`src/rtl/ife_block_scheduler.sv`:
```
`default_nettype none
// ============================================================================
// Module      : ife_block_scheduler
// Description : Gathers fetched instructions into blocks. Each block goes out
//               in one parallel beat if the dependence checker marks it safe,
//               and one instruction per beat if it does not.
// Revision    : 1.0 - initial release
// ============================================================================
module ife_block_scheduler #(
    parameter int INSTR_WIDTH   = 32,
    parameter int BLOCK_SIZE    = 4,
    parameter int FLUSH_TIMEOUT = 8
) (
    input  logic                              clk,
    input  logic                              rst_n,
    input  logic                              in_valid,
    input  logic [INSTR_WIDTH-1:0]            in_instr,
    output logic                              in_ready,
    input  logic                              flush,
    output logic [BLOCK_SIZE*INSTR_WIDTH-1:0] chk_instrs,
    output logic [BLOCK_SIZE-1:0]             chk_valid,
    input  logic                              chk_is_safe,
    output logic                              out_valid,
    input  logic                              out_ready,
    output logic [BLOCK_SIZE*INSTR_WIDTH-1:0] out_instrs,
    output logic [BLOCK_SIZE-1:0]             out_lanes_valid,
    output logic                              out_parallel,
    output logic                              busy
);

    localparam int CW = $clog2(BLOCK_SIZE + 1);
    localparam int PW = $clog2(BLOCK_SIZE);
    localparam int IW = $clog2(FLUSH_TIMEOUT + 1);

    localparam logic [CW-1:0]         C_CNT_LAST  = CW'(BLOCK_SIZE - 1);
    localparam logic [IW-1:0]         C_IDLE_LAST = IW'(FLUSH_TIMEOUT - 1);
    localparam logic [IW-1:0]         C_IDLE_MAX  = IW'(FLUSH_TIMEOUT);
    localparam logic [BLOCK_SIZE-1:0] C_LANE0     = BLOCK_SIZE'(1);

    typedef enum logic [1:0] {
        S_FILL  = 2'd0,
        S_CHECK = 2'd1,
        S_PAR   = 2'd2,
        S_SER   = 2'd3
    } state_t;

    state_t                                  r_state;
    logic [BLOCK_SIZE-1:0][INSTR_WIDTH-1:0]  r_buf;
    logic [BLOCK_SIZE-1:0]                   r_mask;
    logic [CW-1:0]                           r_cnt;
    logic [IW-1:0]                           r_idle;
    logic [PW-1:0]                           r_ptr;
    logic                                    r_mode;
    logic                                    r_out_valid;
    logic [BLOCK_SIZE-1:0][INSTR_WIDTH-1:0]  r_out_instrs;
    logic [BLOCK_SIZE-1:0]                   r_out_lanes;

    logic                   w_accept;
    logic                   w_close;
    logic                   w_ser_last;
    logic                   w_done;
    logic [PW-1:0]          w_ptr_next;
    logic [INSTR_WIDTH-1:0] w_next_instr;

    assign w_accept = (r_state == S_FILL) && in_valid;

    // Block closes when full, on flush with something to send, or after the
    // idle window expires with a partial block sitting in the buffer.
    assign w_close = (w_accept && (r_cnt == C_CNT_LAST))
                  || (flush && ((r_cnt != '0) || w_accept))
                  || (!w_accept && (r_cnt != '0) && (r_idle == C_IDLE_LAST));

    assign w_ptr_next = r_ptr + PW'(1);
    assign w_ser_last = ((CW'(r_ptr) + CW'(1)) == r_cnt);
    assign w_done     = out_ready && ((r_state == S_PAR) || ((r_state == S_SER) && w_ser_last));

    always_comb begin
        w_next_instr = '0;
        for (int i = 0; i < BLOCK_SIZE; i++) begin
            if (w_ptr_next == PW'(i)) begin
                w_next_instr = r_buf[i];
            end
        end
    end

    always_ff @(posedge clk or negedge rst_n) begin
        if (!rst_n) begin
            r_state      <= S_FILL;
            r_buf        <= '0;
            r_mask       <= '0;
            r_cnt        <= '0;
            r_idle       <= '0;
            r_ptr        <= '0;
            r_mode       <= 1'b0;
            r_out_valid  <= 1'b0;
            r_out_instrs <= '0;
            r_out_lanes  <= '0;
        end else begin
            case (r_state)
                S_FILL: begin
                    if (w_accept) begin
                        for (int i = 0; i < BLOCK_SIZE; i++) begin
                            if (r_cnt == CW'(i)) begin
                                r_buf[i]  <= in_instr;
                                r_mask[i] <= 1'b1;
                            end
                        end
                        r_cnt  <= r_cnt + CW'(1);
                        r_idle <= '0;
                    end else if ((r_cnt != '0) && (r_idle != C_IDLE_MAX)) begin
                        r_idle <= r_idle + IW'(1);
                    end
                    if (w_close) begin
                        r_state <= S_CHECK;
                    end
                end

                S_CHECK: begin
                    r_mode      <= chk_is_safe;
                    r_ptr       <= '0;
                    r_out_valid <= 1'b1;
                    if (chk_is_safe) begin
                        r_out_instrs <= r_buf;
                        r_out_lanes  <= r_mask;
                        r_state      <= S_PAR;
                    end else begin
                        r_out_instrs    <= '0;
                        r_out_instrs[0] <= r_buf[0];
                        r_out_lanes     <= C_LANE0;
                        r_state         <= S_SER;
                    end
                end

                S_PAR, S_SER: begin
                    if (w_done) begin
                        r_state      <= S_FILL;
                        r_buf        <= '0;
                        r_mask       <= '0;
                        r_cnt        <= '0;
                        r_idle       <= '0;
                        r_ptr        <= '0;
                        r_mode       <= 1'b0;
                        r_out_valid  <= 1'b0;
                        r_out_instrs <= '0;
                        r_out_lanes  <= '0;
                    end else if ((r_state == S_SER) && out_ready) begin
                        // Lane 0 walks through the buffered slots in order.
                        r_ptr           <= w_ptr_next;
                        r_out_instrs[0] <= w_next_instr;
                    end
                end

                default: begin
                    r_state <= S_FILL;
                end
            endcase
        end
    end

    assign in_ready        = rst_n && (r_state == S_FILL);
    assign chk_instrs      = r_buf;
    assign chk_valid       = r_mask;
    assign out_valid       = r_out_valid;
    assign out_instrs      = r_out_instrs;
    assign out_lanes_valid = r_out_lanes;
    assign out_parallel    = r_mode;
    assign busy            = (r_state != S_FILL) || (r_cnt != '0);

endmodule
`default_nettype wire

```
`config.mk`:
```
export PLATFORM = sky130hd
export DESIGN_NAME = ife_block_scheduler
export DESIGN_NICKNAME = d
export VERILOG_FILES = /design/src/rtl/ife_block_scheduler.sv
export SDC_FILE = /design/constraint.sdc
export NUM_CORES = 1
export LEC_CHECK = 0
export CAP_MARGIN = 25
export CORE_MARGIN = 2
export CORE_UTILIZATION = 40
export DETAILED_ROUTE_END_ITERATION = 10
export HOLD_SLACK_MARGIN = 0.02
export PLACE_DENSITY = 0.63
export SYNTH_ARGS = -nofsm -noshare
export SYNTH_HDL_FRONTEND = slang
export SYNTH_SLANG_ARGS = --single-unit
export TNS_END_PERCENT = 50
```
`constraint.sdc`:
```
create_clock -name clk -period 2.7 [get_ports clk]
set_clock_uncertainty 0.2 [all_clocks]
set_input_delay 0.81 -clock clk [delete_from_list [all_inputs] [get_ports clk]]
set_output_delay 0.81 -clock clk [all_outputs]
set_load 0.005 [all_outputs]
```
# Word-level counts from Yosys, hierarchy flattened
# Index checks and enable logic that the tools add are counted.
# word_totals
memories,0
register_bits,277
output_inout_bits,268
input_bits,38
ramBits,0
wordCells,118
latch_bits,0
mem_bits_ro,0
# classes
n_div,0
magnitude_cmp,0
addsub,4
n_eq_ne,21
reduce_logical,33
mux,41
mul,0
shift,0
bitwise,0
# op_table
operator,n
$pmux W128 S2,2
$mux W128,3
$mux W32,10
$mux W96,1
$pmux W4 S2,3
$mux W4,5
$reduce_and A4 Y1,4
$logic_and A1 B1 Y1,10
$eq A2 B2 Y1 const B,4
$mux W2,4
$ne A2 B1 Y1 const B,4
$eq A3 B2 Y1 const B,2
$mux W1,6
$mux W3,2
$ne A2 B2 Y1 const B,3
$pmux W2 S3,1
$pmux W3 S2,1
$reduce_and A2 Y1,3
$reduce_and A3 Y1,2
$reduce_bool A2 Y1,3
$logic_or A1 B1 Y1,5
$add A4 B1 Y4 const B,1
$eq A2 B1 Y1 const B,2
$eq A4 B3 Y1 const B,1
other kinds (15),17

# Logic depth before layout (Yosys ltp)
# logic_depth
depth_word,9
mapped_depth,8
mapped_depth_nobuf,6

# Least setup slack after synthesis
# OpenSTA, ideal clock, no wires.
# synth_timing
kind,input to register
startpoint,input in_valid
endpoint,register r_buf (netlist bit chk_instrs[34])
setup_time_ps,125
stages,6
path_buffers,2
t_arrival_ps,2115
t_required_ps,2375
slack_ps,260
path_cell_list,or3b_2 > nor2_1 > a22o_1 > buf_6 > buf_12 > mux2_4
# synth_between
elab_chain_cells,3
# synth_rtl
element,line,rtl
start: declaration,16,"input logic in_valid,"
$logic_and A1 B1 Y1,65,assign w_accept = (r_state == S_FILL) && in_valid;
$ne A2 B2 Y1 (no line),-,
$reduce_and A4 Y1 (no line),-,
end signal: indexed assignment,104,r_buf[i] <= in_instr;
end: declaration,48,logic [BLOCK_SIZE-1:0][INSTR_WIDTH-1:0] r_buf;
# No other way between the ends.
# A chain may end at the register's enable or synchronous reset.

# Worst setup path in the final report
# layout_timing
startpoint,register r_cnt[1]
endpoint,output busy
# layout_between
elab_chain_cells,2
# layout_rtl
element,line,rtl
start: declaration,50,logic [CW-1:0] r_cnt;
start signal: assignment,108,r_cnt <= r_cnt + CW'(1);
$reduce_bool A3 Y1,167,assign busy = (r_state != S_FILL) || (r_cnt != '0);
$logic_or A1 B1 Y1,167,
end: declaration,28,output logic busy
# No other way between the ends.

==> out/results.md <==
| Result | This run | Unit |
| --- | --- | --- |
| Layout overhead on the synthesized area | 39.1 | % |
| Psw | 7.56 | mW |
| Layout cell share with drive strength beyond 1 | 0.202 | - |
| Die H | 179 | um |
| Std cell rows | 64 | - |
| Commonest cells post-synth | 277 x sky130_fd_sc_hd__dfrtp_1, 103 x sky130_fd_sc_hd__a22o_1, 87 x sky130_fd_sc_hd__mux2_4, 68 x sky130_fd_sc_hd__a21oi_1, 48 x sky130_fd_sc_hd__clkbuf_1 | - |
| Post-layout minimum cycle time | 2.66 | ns |
| Unrepaired setup endpoints after global routing | yes | - |
| Library cell contributing the largest single delay on the critical path | sky130_fd_sc_hd__dfrtp_1 | - |
| Slew of the pin with the lowest slew margin | 1.10 | ns |
| Area of the die | 32,000 | um2 |
| Share of the core filled with cells in the final layout | 0.561 | - |
| Clock edge transition at the registers on the reported setup and hold paths | 0.06 | ns |
| Outcome | completed | - |
| WL final | 38,100 | um |
| Power density relative to cell area | 1260 | nW/um2 |
| Ys Warns | 0 | - |
| Arrival time reported for the critical path endpoint | 1.65 | ns |
| Layout filler cell count | 2,524 | - |
| Top Ports | 306 | - |
| Setup total negative slack | 0 | ns |
| Clock latency of the later-clocked register in the worst-skew pair | 0.56 | ns |
| Number of antenna violations at the first check in global routing | 0 | - |
| Starting utilization of the core area | 0.404 | - |
| Part of the power in registers | 0.331 | - |
| Req. time, crit path | 1.69 | ns |
| Critical Path, Cell by Cell | inv_2, ha_1, nor2b_4, nand2_1, dlygate4sd2_1 | - |
| Overall via count from detail_route | 9,068 | - |
| Switching power share of the total | 0.353 | - |
| Grt ovf | 0 | - |
| Count of mapped cells out of synthesis | 931 | - |
| Achievable Freq | 0.377 | GHz |
| CTS tree | done | - |
| Area fraction of the dominant cell type after synthesis | 0.566 | - |
| Number of global-route vias before repair | 9,221 | - |
| GR Util All Layers | 0.234 | - |
| Leakage | 7.78 | nW |
| Post-synthesis cell type count | 44 | - |
| Category of the critical setup timing path | register to output pin | - |
| Largest stage delay on the critical path | 0.39 | ns |
| Area of the core | 30,300 | um2 |
| Max-cap violation count | 0 | - |
| Seq cells post-synth | 277 | - |
| # placed instances | 1,608 | - |
| Post-route worst hold slack | 0.0850 | ns |
| Count of flip-flops with a built-in enable after synthesis | 0 | - |
| Final Hold Vio Count | 0 | - |
| Worst rel slew slack | 0.264 | - |
| Post-route standard cell area excluding fillers | 17,000 | um2 |
| Crit path launch type | register | - |
| Clock Path Buffers | 3 | - |
| Seq/Total Area, Yosys | 0.566 | - |
| Post-route clock period utilization | 0.983 | - |
| Tightest Hold Check Type | input port to async pin | - |
| Int Pwr | 13.9 | mW |
| Top area cells in the synthesized netlist | sky130_fd_sc_hd__dfrtp_1 57%, sky130_fd_sc_hd__mux2_4 11%, sky130_fd_sc_hd__a22o_1 7.4% | - |
| Clock group share of total power | 0.187 | - |
| Leading register cell type out of synthesis | sky130_fd_sc_hd__dfrtp_1 | - |
| Horizontal extent of the die | 179 | um |
| Number of search-and-repair iterations in the first detailed-routing pass | 5 | - |
| Largest net degree at the start of global routing | 150 | - |
| Crit path setup slack, layout | 0.0447 | ns |
| CP max FO | 3 | - |
| Clock Tree Root | sky130_fd_sc_hd__clkbuf_16 | - |
| Most repeated cell in the gate-level netlist after synthesis | sky130_fd_sc_hd__dfrtp_1 | - |
| FFs w/ async S/R, synth | 1.00 | - |
| Worst setup slack after placement | -0.346 | ns |
| Average routed wire per standard cell | 22.8 | um |
| Total nets after synthesis | 981 | - |
| Peak supply drop | 0.762 | mV |
| Final total power | 21.4 | mW |
| Post-synth design cell area | 12,300 | um2 |
| Sink Count | 277 | - |
| Port bufs | 305 | - |
| TritonCTS Buffers | 31 | - |
| Area post-placement | 16,000 | um2 |
| Placer congestion estimate | 0.788 | - |
| Post-Syn Area per Cell | 13.2 | um2 |
| Count of nets left with antenna violations after detail routing | 0 | - |
| Average vias per placed instance | 5.44 | - |
| Non-filler instance count after layout | 1,668 | - |
| Dominant cell type by area after synthesis | sky130_fd_sc_hd__dfrtp_1 | - |
| Global-route wire length before repair | 57,500 | um |
| Final Slew Violations | 0 | - |
| Final count of negative-setup-slack endpoints | 0 | - |
| Comb power frac | 0.481 | - |
| H-tree depth reported by CTS | 1 | - |
| Total inserted antenna cells | 0 | - |
| Hpwl dp | 25,500 | um |
| Drt initial violations | 751 | - |
| Net total in the final layout | 1,300 | - |
| Residual DRC count | 0 | - |
| Reg-to-reg setup timing slack | 0.20 | ns |
| Type of element capturing the critical path | output pin | - |
-- state kept, by name (all words and copies together), names as in the netlist --
register / count
out_instrs: 128
out_parallel: 1
r_idle: 4
chk_valid: 4
r_ptr: 2
out_lanes_valid: 4
chk_instrs: 128
r_state: 2
out_valid: 1
r_cnt: 3
-- cell families after synthesis --
group / count (synthesis) / share of synthesized area
buf+inv: 118 / 0.0524
simple gates: 101 / 0.0481
flops: 277 / 0.566
xor+xnor: 3 / 0.00215
compound gates: 291 / 0.174
fa+ha+maj: 12 / 0.0123
mux: 129 / 0.145
-- final timing paths --
check	endpoint	startpoint	cells past startpoint
setup / recovery	busy	r_cnt[1]	5
min in group clk	out_parallel	out_parallel	1
hold / removal	out_instrs[95]	rst_n	2
setup reg to reg	chk_instrs[111]	r_ptr[1]	8
hold reg to reg	out_parallel	out_parallel	1
max in group asynchronous	out_instrs[81]	rst_n	2
-- power by group through the flow --
stage / combinational (mW) / sequential [mW] / clock, mW
CTS: 10.3 / 7.10 / 4.12
global route: 11.1 / 7.29 / 4.30
finish: 10.3 / 7.11 / 4.02
global placement: 10.1 / 7.13 / 0
floorplan: 5.30 / 6.83 / 0
detailed placement: 10.2 / 7.14 / 0
-- repair_timing --
item | CTS | global route
hold buffers | 0 | 0
gates resized for setup | 9 | 3
buffers inserted | 4 | 1
pin swaps | 1 | 0
setup endpoints to repair | 2 | 60
-- area by class of cell --
type                    count  area (um2)  area share
inverters                  42         158     0.00925
repair buffers            362        3720       0.218
flip-flops and latches    277        6930       0.407
multi-input cells         536        4760       0.280
clock inverters             8        68.8     0.00404
clock buffers              47         896      0.0526
well taps                 396         495      0.0291
-- critical path, delay by kind of cell (launching register included) --
| family | cells | cell delay [ns] |
|---|---|---|
| adder cells (fa/ha/maj) | 1 | 0.15 |
| flip-flops | 1 | 0.39 |
| buffers and inverters | 2 | 0.33 |
| AND/OR/NAND/NOR | 2 | 0.21 |
-- per-layer routing --
| layer | part of all wire | global-route usage |
|---|---|---|
| met3 | 0.077 | 0.0496 |
| met1 | 0.44 | 0.332 |
| met4 | 0.017 | 0.0491 |
| met2 | 0.46 | 0.369 |
| met5 | 0 | 0 |
-- cell usage in the layout, fill, tap and decap left out, types with 4 or more instances in the layout --
master	count
sky130_fd_sc_hd__a22oi_1	32
sky130_fd_sc_hd__mux2_2	41
sky130_fd_sc_hd__clkbuf_16	31
sky130_fd_sc_hd__a21oi_1	67
sky130_fd_sc_hd__a22o_1	101
sky130_fd_sc_hd__ha_1	9
sky130_fd_sc_hd__buf_12	19
sky130_fd_sc_hd__buf_4	38
sky130_fd_sc_hd__and3_1	31
sky130_fd_sc_hd__mux2_4	87
sky130_fd_sc_hd__nand2_1	13
sky130_fd_sc_hd__clkbuf_1	10
sky130_fd_sc_hd__o21ai_0	37
sky130_fd_sc_hd__a31oi_1	4
sky130_fd_sc_hd__clkdlybuf4s50_1	302
sky130_fd_sc_hd__clkbuf_8	6
sky130_fd_sc_hd__clkinv_2	6
sky130_fd_sc_hd__nor2_1	5
sky130_fd_sc_hd__inv_1	40
sky130_fd_sc_hd__a221o_1	31
sky130_fd_sc_hd__dfrtp_1	275
sky130_fd_sc_hd__nor2b_1	32
(Power assumes the default switching activity.)
